`config.mk`:
```
export PLATFORM = sky130hd
export DESIGN_NAME = rob_commit_flat
export DESIGN_NICKNAME = d
export VERILOG_FILES = /design/src/rtl/rob_commit_if.sv /design/src/rtl/rob_commit.sv /design/src/flat_wrapper.sv
export SDC_FILE = /design/constraint.sdc
export NUM_CORES = 2
export LEC_CHECK = 0
export CAP_MARGIN = 15
export CORE_MARGIN = 2
export CORE_UTILIZATION = 50
export DETAILED_ROUTE_END_ITERATION = 6
export PLACE_DENSITY_LB_ADDON = 0.25
export SLEW_MARGIN = 20
export SYNTH_ARGS = -nofsm -noshare
export SYNTH_HDL_FRONTEND = slang
export SYNTH_SLANG_ARGS = --single-unit
export TNS_END_PERCENT = 5
```
`constraint.sdc`:
```
create_clock -name clk -period 9.05 [get_ports clk]
set_clock_uncertainty 0.15 [all_clocks]
set_input_delay 0.905 -clock clk [delete_from_list [all_inputs] [get_ports clk]]
set_output_delay 0.905 -clock clk [all_outputs]
set_load 0.005 [all_outputs]
```
`src/rtl/rob_commit_if.sv`:
```
// Bundle between the reorder buffer and its neighbours: ID allocation, CDB writeback,
// operand lookups and the architectural register-file write port.
interface rob_commit_if #(
  parameter int IDW = 5
);
  logic           alloc_en;
  logic [4:0]     alloc_rd;
  logic           alloc_has_rd;
  logic [IDW-1:0] alloc_id;
  logic           full;

  logic           cdb_en;
  logic [IDW-1:0] cdb_id;
  logic [31:0]    cdb_data;
  logic           cdb_mispred;
  logic [31:0]    cdb_pc;

  logic [IDW-1:0] qid1;
  logic           qrdy1;
  logic [31:0]    qdata1;
  logic [IDW-1:0] qid2;
  logic           qrdy2;
  logic [31:0]    qdata2;

  logic           we;
  logic [4:0]     waddr;
  logic [IDW-1:0] wid;
  logic [31:0]    wdata;
  logic           rst_c;
  logic [31:0]    flush_pc;

  modport master (
    output alloc_en, alloc_rd, alloc_has_rd,
    output cdb_en, cdb_id, cdb_data, cdb_mispred, cdb_pc,
    output qid1, qid2,
    input  alloc_id, full,
    input  qrdy1, qdata1, qrdy2, qdata2,
    input  we, waddr, wid, wdata, rst_c, flush_pc
  );

  modport slave (
    input  alloc_en, alloc_rd, alloc_has_rd,
    input  cdb_en, cdb_id, cdb_data, cdb_mispred, cdb_pc,
    input  qid1, qid2,
    output alloc_id, full,
    output qrdy1, qdata1, qrdy2, qdata2,
    output we, waddr, wid, wdata, rst_c, flush_pc
  );
endinterface

```
`src/rtl/rob_commit.sv`:
```
// Reorder buffer: in-order allocation from ID, out-of-order CDB completion,
// in-order single-entry retirement to the register file, flush on mispredicted head.
module rob_commit #(
  parameter int DEPTH = 16,
  parameter int IDW   = 5
) (
  input  logic       clk,
  input  logic       rst,
  input  logic       rdy,
  rob_commit_if.slave bus
);
  localparam int AW = $clog2(DEPTH);
  localparam int CW = AW + 1;
  localparam logic [CW-1:0] DEPTH_C = CW'(DEPTH);

  // Control state (async reset)
  logic [DEPTH-1:0] valid_q;
  logic [DEPTH-1:0] ready_q;
  logic [AW-1:0]    head_q;
  logic [AW-1:0]    tail_q;
  logic [CW-1:0]    count_q;

  // Payload (no reset; only meaningful while the entry is valid)
  logic [4:0]       rd_q [DEPTH];
  logic [DEPTH-1:0] has_rd_q;
  logic [DEPTH-1:0] mispred_q;
  logic [31:0]      data_q [DEPTH];
  logic [31:0]      pc_q [DEPTH];

  // Register-file write port and flush
  logic             we_q;
  logic [4:0]       waddr_q;
  logic [IDW-1:0]   wid_q;
  logic [31:0]      wdata_q;
  logic             rst_c_q;
  logic [31:0]      flush_pc_q;

  logic             full;
  logic             retire;
  logic             flush;
  logic             alloc;
  logic             wb;
  logic [AW-1:0]    cdb_idx;
  logic             cdb_inr;

  logic [AW-1:0]    q1_idx;
  logic [AW-1:0]    q2_idx;
  logic             q1_inr;
  logic             q2_inr;
  logic             fwd1;
  logic             fwd2;
  logic             qrdy1;
  logic             qrdy2;
  logic [31:0]      qdata1;
  logic [31:0]      qdata2;

  // IDs at or above DEPTH never name a live entry
  always_comb begin
    cdb_idx = bus.cdb_id[AW-1:0];
    cdb_inr = (bus.cdb_id >> AW) == '0;
    q1_idx  = bus.qid1[AW-1:0];
    q1_inr  = (bus.qid1 >> AW) == '0;
    q2_idx  = bus.qid2[AW-1:0];
    q2_inr  = (bus.qid2 >> AW) == '0;
  end

  // full uses the pre-commit count, so a same-edge retire cannot make room
  always_comb begin
    full   = count_q == DEPTH_C;
    retire = rdy && !rst_c_q && valid_q[head_q] && ready_q[head_q];
    flush  = retire && mispred_q[head_q];
    alloc  = rdy && !rst_c_q && bus.alloc_en && !full && !flush;
    wb     = rdy && !rst_c_q && bus.cdb_en && cdb_inr && valid_q[cdb_idx];
  end

  always_comb begin
    fwd1   = bus.cdb_en && (bus.cdb_id == bus.qid1);
    fwd2   = bus.cdb_en && (bus.cdb_id == bus.qid2);
    qrdy1  = 1'b0;
    qrdy2  = 1'b0;
    qdata1 = '0;
    qdata2 = '0;
    if (!rst_c_q) begin
      qrdy1  = fwd1 || (q1_inr && valid_q[q1_idx] && ready_q[q1_idx]);
      qrdy2  = fwd2 || (q2_inr && valid_q[q2_idx] && ready_q[q2_idx]);
      qdata1 = fwd1 ? bus.cdb_data : data_q[q1_idx];
      qdata2 = fwd2 ? bus.cdb_data : data_q[q2_idx];
    end
  end

  always_ff @(posedge clk) begin
    if (alloc) begin
      rd_q[tail_q]      <= bus.alloc_rd;
      has_rd_q[tail_q]  <= bus.alloc_has_rd;
      mispred_q[tail_q] <= 1'b0;
    end
    if (wb) begin
      data_q[cdb_idx]    <= bus.cdb_data;
      mispred_q[cdb_idx] <= bus.cdb_mispred;
      pc_q[cdb_idx]      <= bus.cdb_pc;
    end
  end

  always_ff @(posedge clk or posedge rst) begin
    if (rst) begin
      valid_q    <= '0;
      ready_q    <= '0;
      head_q     <= '0;
      tail_q     <= '0;
      count_q    <= '0;
      we_q       <= 1'b0;
      waddr_q    <= '0;
      wid_q      <= '0;
      wdata_q    <= '0;
      rst_c_q    <= 1'b0;
      flush_pc_q <= '0;
    end else if (rdy) begin
      rst_c_q <= flush;
      we_q    <= retire && has_rd_q[head_q];
      if (retire) begin
        waddr_q <= rd_q[head_q];
        wid_q   <= IDW'(head_q);
        wdata_q <= data_q[head_q];
      end
      if (flush) begin
        flush_pc_q <= pc_q[head_q];
        valid_q    <= '0;
        ready_q    <= '0;
        head_q     <= '0;
        tail_q     <= '0;
        count_q    <= '0;
      end else begin
        // Writeback first so a retire of the same entry clears it last
        if (wb) begin
          ready_q[cdb_idx] <= 1'b1;
        end
        if (retire) begin
          valid_q[head_q] <= 1'b0;
          ready_q[head_q] <= 1'b0;
          head_q          <= head_q + 1'b1;
        end
        if (alloc) begin
          valid_q[tail_q] <= 1'b1;
          ready_q[tail_q] <= 1'b0;
          tail_q          <= tail_q + 1'b1;
        end
        count_q <= count_q + CW'(alloc) - CW'(retire);
      end
    end
  end

  assign bus.alloc_id = IDW'(tail_q);
  assign bus.full     = full;
  assign bus.qrdy1    = qrdy1;
  assign bus.qdata1   = qdata1;
  assign bus.qrdy2    = qrdy2;
  assign bus.qdata2   = qdata2;
  assign bus.we       = we_q;
  assign bus.waddr    = waddr_q;
  assign bus.wid      = wid_q;
  assign bus.wdata    = wdata_q;
  assign bus.rst_c    = rst_c_q;
  assign bus.flush_pc = flush_pc_q;

endmodule

```
`src/flat_wrapper.sv`:
```
// flat-port wrapper written by rule: the top's interface ports become plain ports
module rob_commit_flat 
#(
  parameter int DEPTH = 16,
  parameter int IDW   = 5
)
  (clk, rst, rdy, bus_alloc_en, bus_alloc_rd, bus_alloc_has_rd, bus_cdb_en, bus_cdb_id, bus_cdb_data, bus_cdb_mispred, bus_cdb_pc, bus_qid1, bus_qid2, bus_alloc_id, bus_full, bus_qrdy1, bus_qdata1, bus_qrdy2, bus_qdata2, bus_we, bus_waddr, bus_wid, bus_wdata, bus_rst_c, bus_flush_pc);
  rob_commit_if #(.IDW(IDW)) bus_i ();
  input  logic clk;
  input  logic rst;
  input  logic rdy;
  input wire logic [$bits(bus_i.alloc_en)-1:0] bus_alloc_en;
  input wire logic [$bits(bus_i.alloc_rd)-1:0] bus_alloc_rd;
  input wire logic [$bits(bus_i.alloc_has_rd)-1:0] bus_alloc_has_rd;
  input wire logic [$bits(bus_i.cdb_en)-1:0] bus_cdb_en;
  input wire logic [$bits(bus_i.cdb_id)-1:0] bus_cdb_id;
  input wire logic [$bits(bus_i.cdb_data)-1:0] bus_cdb_data;
  input wire logic [$bits(bus_i.cdb_mispred)-1:0] bus_cdb_mispred;
  input wire logic [$bits(bus_i.cdb_pc)-1:0] bus_cdb_pc;
  input wire logic [$bits(bus_i.qid1)-1:0] bus_qid1;
  input wire logic [$bits(bus_i.qid2)-1:0] bus_qid2;
  output wire logic [$bits(bus_i.alloc_id)-1:0] bus_alloc_id;
  output wire logic [$bits(bus_i.full)-1:0] bus_full;
  output wire logic [$bits(bus_i.qrdy1)-1:0] bus_qrdy1;
  output wire logic [$bits(bus_i.qdata1)-1:0] bus_qdata1;
  output wire logic [$bits(bus_i.qrdy2)-1:0] bus_qrdy2;
  output wire logic [$bits(bus_i.qdata2)-1:0] bus_qdata2;
  output wire logic [$bits(bus_i.we)-1:0] bus_we;
  output wire logic [$bits(bus_i.waddr)-1:0] bus_waddr;
  output wire logic [$bits(bus_i.wid)-1:0] bus_wid;
  output wire logic [$bits(bus_i.wdata)-1:0] bus_wdata;
  output wire logic [$bits(bus_i.rst_c)-1:0] bus_rst_c;
  output wire logic [$bits(bus_i.flush_pc)-1:0] bus_flush_pc;
  assign bus_i.alloc_en = bus_alloc_en;
  assign bus_i.alloc_rd = bus_alloc_rd;
  assign bus_i.alloc_has_rd = bus_alloc_has_rd;
  assign bus_i.cdb_en = bus_cdb_en;
  assign bus_i.cdb_id = bus_cdb_id;
  assign bus_i.cdb_data = bus_cdb_data;
  assign bus_i.cdb_mispred = bus_cdb_mispred;
  assign bus_i.cdb_pc = bus_cdb_pc;
  assign bus_i.qid1 = bus_qid1;
  assign bus_i.qid2 = bus_qid2;
  assign bus_alloc_id = bus_i.alloc_id;
  assign bus_full = bus_i.full;
  assign bus_qrdy1 = bus_i.qrdy1;
  assign bus_qdata1 = bus_i.qdata1;
  assign bus_qrdy2 = bus_i.qrdy2;
  assign bus_qdata2 = bus_i.qdata2;
  assign bus_we = bus_i.we;
  assign bus_waddr = bus_i.waddr;
  assign bus_wid = bus_i.wid;
  assign bus_wdata = bus_i.wdata;
  assign bus_rst_c = bus_i.rst_c;
  assign bus_flush_pc = bus_i.flush_pc;
  rob_commit #(.DEPTH(DEPTH), .IDW(IDW)) u_core (.clk(clk), .rst(rst), .rdy(rdy), .bus(bus_i));
endmodule
```
# After elaboration in Yosys (flattened, before gate mapping)
# Memory sizes are Yosys's and may differ from the RTL's. A register that Yosys moved wholly into a read port is not among the register bits.
# Cells that the tools add are included.
[classes] addsub=4 reduce_logical=34 bitwise=8 n_eq_ne=3 magnitude_cmp=8 mux=56
[op_table] operator="16-bit 2-to-1 mux" count=15
[op_table] operator="32-bit 2-to-1 mux" count=4
[op_table] operator="16-bit AND" count=4
[op_table] operator="1-bit binary-select mux with 4-bit select" count=9
[op_table] operator="16-bit bitwise mux" count=2
[op_table] operator="16-bit NOT" count=2
[op_table] operator="16-bit bitwise OR" count=2
[op_table] operator="4-bit by 5-bit less-than comparator with 1-bit output (second input constant)" count=5
[op_table] operator="1-bit logical AND" count=20
[op_table] operator="1-bit 2-to-1 mux" count=18
[op_table] operator="4-bit 2-to-1 mux" count=4
[op_table] operator="5-bit logical NOT" count=3
[op_table] operator="1-bit demux with 4-bit select" count=3
[op_table] operator="4-bit by 1-bit greater-or-equal comparator with 1-bit output (second input constant)" count=3
[op_table] operator="5-bit == test" count=2
[op_table] operator="4-bit by 1-bit adder with 4-bit output (second input constant)" count=2
[op_table] operator="2-bit AND reduction" count=4
[op_table] operator="5-bit by 1-bit adder with 5-bit output" count=1
[op_table] operator="5-bit == test (second input constant)" count=1
[op_table] operator="5-bit 2-to-1 mux" count=1
[op_table] operator="5-bit by 1-bit subtractor with 5-bit output" count=1
[op_table] operator="2-bit nonzero test" count=2
[op_table] operator="1-bit logical NOT" count=3
[op_table] operator="1-bit logical OR" count=2
[totals] elab_cells=126 out_inout_bits=148 in_bits=91 ramBits=1104 mem_count=3 regBits=83
[memory_table] name="u_core.data_q" depth=16 width=32 rd=3 rd_ports_with_merged_regs=1 write_ports=1 line="rob_commit.sv:27" rtl="logic [31:0] data_q [DEPTH];"
[memory_table] name="u_core.pc_q" depth=16 width=32 rd=1 rd_ports_with_merged_regs=1 write_ports=1 line="rob_commit.sv:28" rtl="logic [31:0] pc_q [DEPTH];"
[memory_table] name="u_core.rd_q" depth=16 width=5 rd=1 rd_ports_with_merged_regs=1 write_ports=1 line="rob_commit.sv:24" rtl="logic [4:0] rd_q [DEPTH];"

# Logic depth before layout (Yosys ltp)
[depth] word_depth=15 depth_mapped=20 mapped_depth_nobuf=16

# Worst setup path after synthesis
# No wires, ideal clock.
[synth_path] kind="input to register" startpoint="input bus_cdb_id[3]" endpoint="register u_core.mispred_q[2]" slack_ps=1959 required_time_ps=8813 setup_ps=87 stages=7 arrival_time_ps=6854 cell_sequence="clkbuf_1 > mux2i_1 > mux2i_1 > o21bai_1 > nor3_1 > mux2i_1 > a21oi_1"
[synth_between] elab_chain_len=6 word_cells_on_any_way=10
[synth_rtl] element="start: declaration" line="flat_wrapper.sv:16" rtl="input wire logic [$bits(bus_i.cdb_id)-1:0] bus_cdb_id;"
[synth_rtl] element="4-bit by 5-bit less-than comparator with 1-bit output (not written as such) or 4-bit by 1-bit greater-or-equal comparator with 1-bit output (tied branches)" line="rob_commit.sv:99" rtl="mispred_q[cdb_idx] <= bus.cdb_mispred;"
[synth_rtl] element="1-bit logical AND (not written as such)" line="rob_commit.sv:99"
[synth_rtl] element="1-bit 2-to-1 mux (not written as such)" line="rob_commit.sv:99"
[synth_rtl] element="1-bit demux with 4-bit select"
[synth_rtl] element="16-bit bitwise mux" line="rob_commit.sv:99"
[synth_rtl] element="16-bit 2-to-1 mux *" line="rob_commit.sv:97" rtl="if (wb) begin"
[synth_rtl] element="end signal: indexed assignment" line="rob_commit.sv:99"
[synth_rtl] element="end: declaration" line="rob_commit.sv:26" rtl="logic [DEPTH-1:0] mispred_q;"
# Mark *: on every way between the ends. The rest lies on a longest branch, timed or not. The select of a mux whose other input is x is not followed.
# A chain may end at the register's enable or synchronous reset.

# Worst setup path after layout
[layout_path] startpoint="input bus_cdb_id[1]" endpoint="output bus_qrdy1"
[layout_between] elab_chain_len=4
[layout_rtl] element="5-bit == test" line="rob_commit.sv:77" rtl="fwd1 = bus.cdb_en && (bus.cdb_id == bus.qid1);"
[layout_rtl] element="1-bit logical AND" line="rob_commit.sv:77"
[layout_rtl] element="1-bit logical OR" line="rob_commit.sv:84" rtl="qrdy1 = fwd1 || (q1_inr && valid_q[q1_idx] && ready_q[q1_idx]);"
[layout_rtl] element="1-bit 2-to-1 mux" line="rob_commit.sv:83" rtl="if (!rst_c_q) begin"
[layout_rtl] element="end: declaration" line="flat_wrapper.sv:24" rtl="output wire logic [$bits(bus_i.qrdy1)-1:0] bus_qrdy1;"
# Every way passes these cells.

==> impl_metrics.json <==
{
  "grt.total_usage_pct": 26.9,
  "drtPass1Iterations": 5,
  "crit-reg2reg-capture": "u_core.count_q[4]",
  "cp_slowest_cell": "clkdlybuf4s50_1",
  "worstMarginPinSlew_ps": 1100,
  "crit_path_frequent_cell": "clkdlybuf4s50_1",
  "p_comb_share_pct": 23.2,
  "synth_area_leaders": "edfxtp_1 59%, mux4_2 27%, dfrtp_1 5.2%",
  "path_clk_slew_ps": 60,
  "path_cells": "clkdlybuf4s50_1 > xor2_1 > nor4_1 > nand3_4 > a21oi_1 > clkdlybuf4s50_1",
  "drc": 0,
  "cts_resized": 0,
  "power_leakage_nw": 21.2,
  "hp-start": "u_core.bus.wdata[20]",
  "ios": 239,
  "insertion_delay_ps": 780,
  "ys_seq_area_share_pct": 64.4,
  "reg2reg_from": "u_core.head_q[0]",
  "yosys.area.top_type_share_pct": 58.6,
  "p_clk_share_pct": 34.5,
  "critical-path-top-delay-family": "buffers and inverters",
  "ff2ff_setup_slack_ps": 3570,
  "p_sw_share_pct": 26.6,
  "synthFlopType": "edfxtp_1",
  "ys_types": 53,
  "netlist_area_sq_um": 57400,
  "p_int_mw": 12.0,
  "start_util_pct": 50.3,
  "whs_ps": 346,
  "htreeDepth": 4,
  "min_path_type": "register to register",
  "ant_nets": 0,
  "area_delta_synth_final_pct": 14.7,
  "cts_sinks": 1256,
  "critical_path.max_stage_delay_ps": 780,
  "drive_gt1_share_pct": 33.4,
  "die_area_sq_um": 117000,
  "most-common-layout-cells": "1120 x edfxtp_1, 687 x mux4_2, 228 x clkdlybuf4s50_1, 172 x nand2_1, 136 x clkbuf_16",
  "synthCells": 2818,
  "cts_buffers": 135,
  "crit_buf_inv": 2,
  "synth-seq-cells": 1256,
  "die_x_um": 343,
  "period_minus_slack_ps": 5540,
  "detail_route.vias_per_cell": 6.75,
  "p_seq_share_pct": 42.4,
  "fin_nets": 3134,
  "grtUsageMet3_pct": 6.39,
  "numPortBuffers": 236,
  "cts_tree": "done",
  "wire_per_inst_um": 33.5,
  "cp-start-kind": "input pin",
  "gp_congestion": 0.877,
  "rr_worst_depth": 18,
  "setup_violations": 0,
  "setup-tns-final_ps": 0,
  "hpwlAfterDp_mm": 85.3,
  "synth_warnings": 0,
  "rsz0062_at_grt": "false",
  "synth_edf_count": 1120,
  "power_switching_mw": 4.33,
  "die_y_um": 343,
  "rows": 124,
  "met1_usage_pct": 36.9,
  "cts_setup_buffers": 0,
  "cts_hold_buf": 0,
  "synthArstFlopShare_pct": 9.55,
  "fin_crit_sh_pct": 61.3,
  "postLayoutCoreUtil_pct": 57.7,
  "slew_headroom_pct": 26.7,
  "max_freq_mhz": 180,
  "layout_commonest_cell": "edfxtp_1",
  "crit_type": "input pin to output pin",
  "gr-usage-met2_pct": 43.3,
  "arrival_ps": 4490,
  "final-hold-violation-count": 0,
  "cp_data_required_time_ps": 8000,
  "min_path_cells": 1,
  "end_kind": "output pin",
  "fp.coreArea_sq_um": 114000,
  "grt_max_degree": 129,
  "clockRootBuffer": "clkbuf_16",
  "max_cap_viol_count": 0,
  "busiest_layer": "met2",
  "power_density_nw_per_um2": 248,
  "ir_worst_vdd_v": 0.000218,
  "crit_fanout": 33,
  "drt_iter0_drc": 3612,
  "finalMaxSlewViolations": 0,
  "cts_buffer_depth": 3,
  "pre_cts_slack_ps": 3470,
  "hold-path-endpoint": "u_core.bus.wdata[20]",
  "grt_pass1_wl_mm": 227,
  "wl_mm": 156,
  "fin_ws_ps": 3510,
  "gr-total-overflow": 0,
  "synth_top_area_cell": "edfxtp_1",
  "vias": 31411,
  "avgSynthCellArea_sq_um": 20.4,
  "grt_antenna_before_repair": 16,
  "status": "finished clean",
  "grt_pass1_vias": 32635
}
## cell families (layout without fill, tap and decap cells)
| kind of cell | after synthesis | count (layout) | share of synthesized area, % |
|---|---|---|---|
| flops | 1256 | 1256 | 64.4 |
| fa+ha+maj | 15 | 15 | 0.340 |
| compound gates | 173 | 173 | 1.62 |
| other cells | 1 | 4 | 0.00654 |
| simple gates | 328 | 328 | 2.51 |
| mux | 791 | 791 | 29.1 |
| xor+xnor | 16 | 16 | 0.244 |
| buf+inv | 238 | 557 | 1.78 |
## layout make-up
cell class / count / area (sq um)
Antenna cell: 2 / 5.00
Clock buffer: 179 / 3640
Clock inverter: 68 / 861
Fill cell: 8227 / 48200
Inverter: 20 / 80.1
Multi-Input combinational cell: 1325 / 19500
Sequential cell: 1256 / 37000
Tap cell: 1512 / 1890
Timing Repair Buffer: 290 / 2860
## metal layers
| metal | part of all wire, % | wire (um) |
|---|---|---|
| met1 | 38 | 59300 |
| met2 | 49 | 77000 |
| met3 | 9.7 | 15000 |
| met5 | 0.10 | 162 |
| met4 | 2.8 | 4300 |
## power by group through the flow
stage,registers (mW),clock network [mW],logic [mW]
after floorplan,6.83,0,2.71
after global placement,7.01,0,3.75
after detailed placement,7.02,0,3.80
after CTS,6.91,5.69,3.81
after global routing,6.94,5.92,4.03
final,6.91,5.62,3.77
## synthesized netlist by cell type, types with 11 or more instances
master / n
buf_1: 40
dfrtp_1: 120
mux2_4: 20
xor2_1: 11
nand2_1: 172
ha_1: 14
nand4_1: 12
a21oi_1: 112
nor2_1: 70
clkbuf_1: 113
edfxtp_1: 1120
mux4_2: 687
mux2i_1: 27
buf_2: 56
nand3_1: 22
inv_1: 19
dfxtp_1: 16
mux2_2: 52
o21ai_0: 40
## worst max-delay path by stage
stage | endpoint | cells after the start | start | slack [ps]
2_1_floorplan | u_core.mispred_q[2] | 7 | bus_cdb_id[3] | 1960
3_5_place_dp | u_core.count_q[4] | 17 | rdy | 3470
4_1_cts | u_core.count_q[4] | 18 | u_core.head_q[0] | 3500
3_3_place_gp | bus_qdata1[25] | 7 | bus_cdb_id[1] | 3350
5_1_grt | u_core.count_q[4] | 18 | u_core.head_q[0] | 3230
6_report | bus_qrdy1 | 6 | bus_cdb_id[1] | 3510
## metrics by stage
stage | area, sq um | std cells | power (mW)
2_1_floorplan | 57400 | 2819 | 9.53
3_3_place_gp | 61300 | 4402 | 10.8
3_5_place_dp | 61300 | 4402 | 10.8
4_1_cts | 65800 | 4649 | 16.4
5_1_grt | 65800 | 4650 | 16.9
6_report | 65800 | 4652 | 16.3
## registers in the layout, summed over array words and instances, names as in the netlist
name / cells
u_core.count_q: 5
u_core.rd_q: 80
u_core.mispred_q: 16
u_core.bus.wid: 4
u_core.ready_q: 16
u_core.has_rd_q: 16
u_core.bus.flush_pc: 32
u_core.bus.waddr: 5
u_core.data_q: 512
u_core.head_q: 4
u_core.pc_q: 512
u_core.bus.we: 1
u_core.bus.rst_c: 1
u_core.bus.wdata: 32
u_core.tail_q: 4
u_core.valid_q: 16
Power figures use the tool's default switching activity.
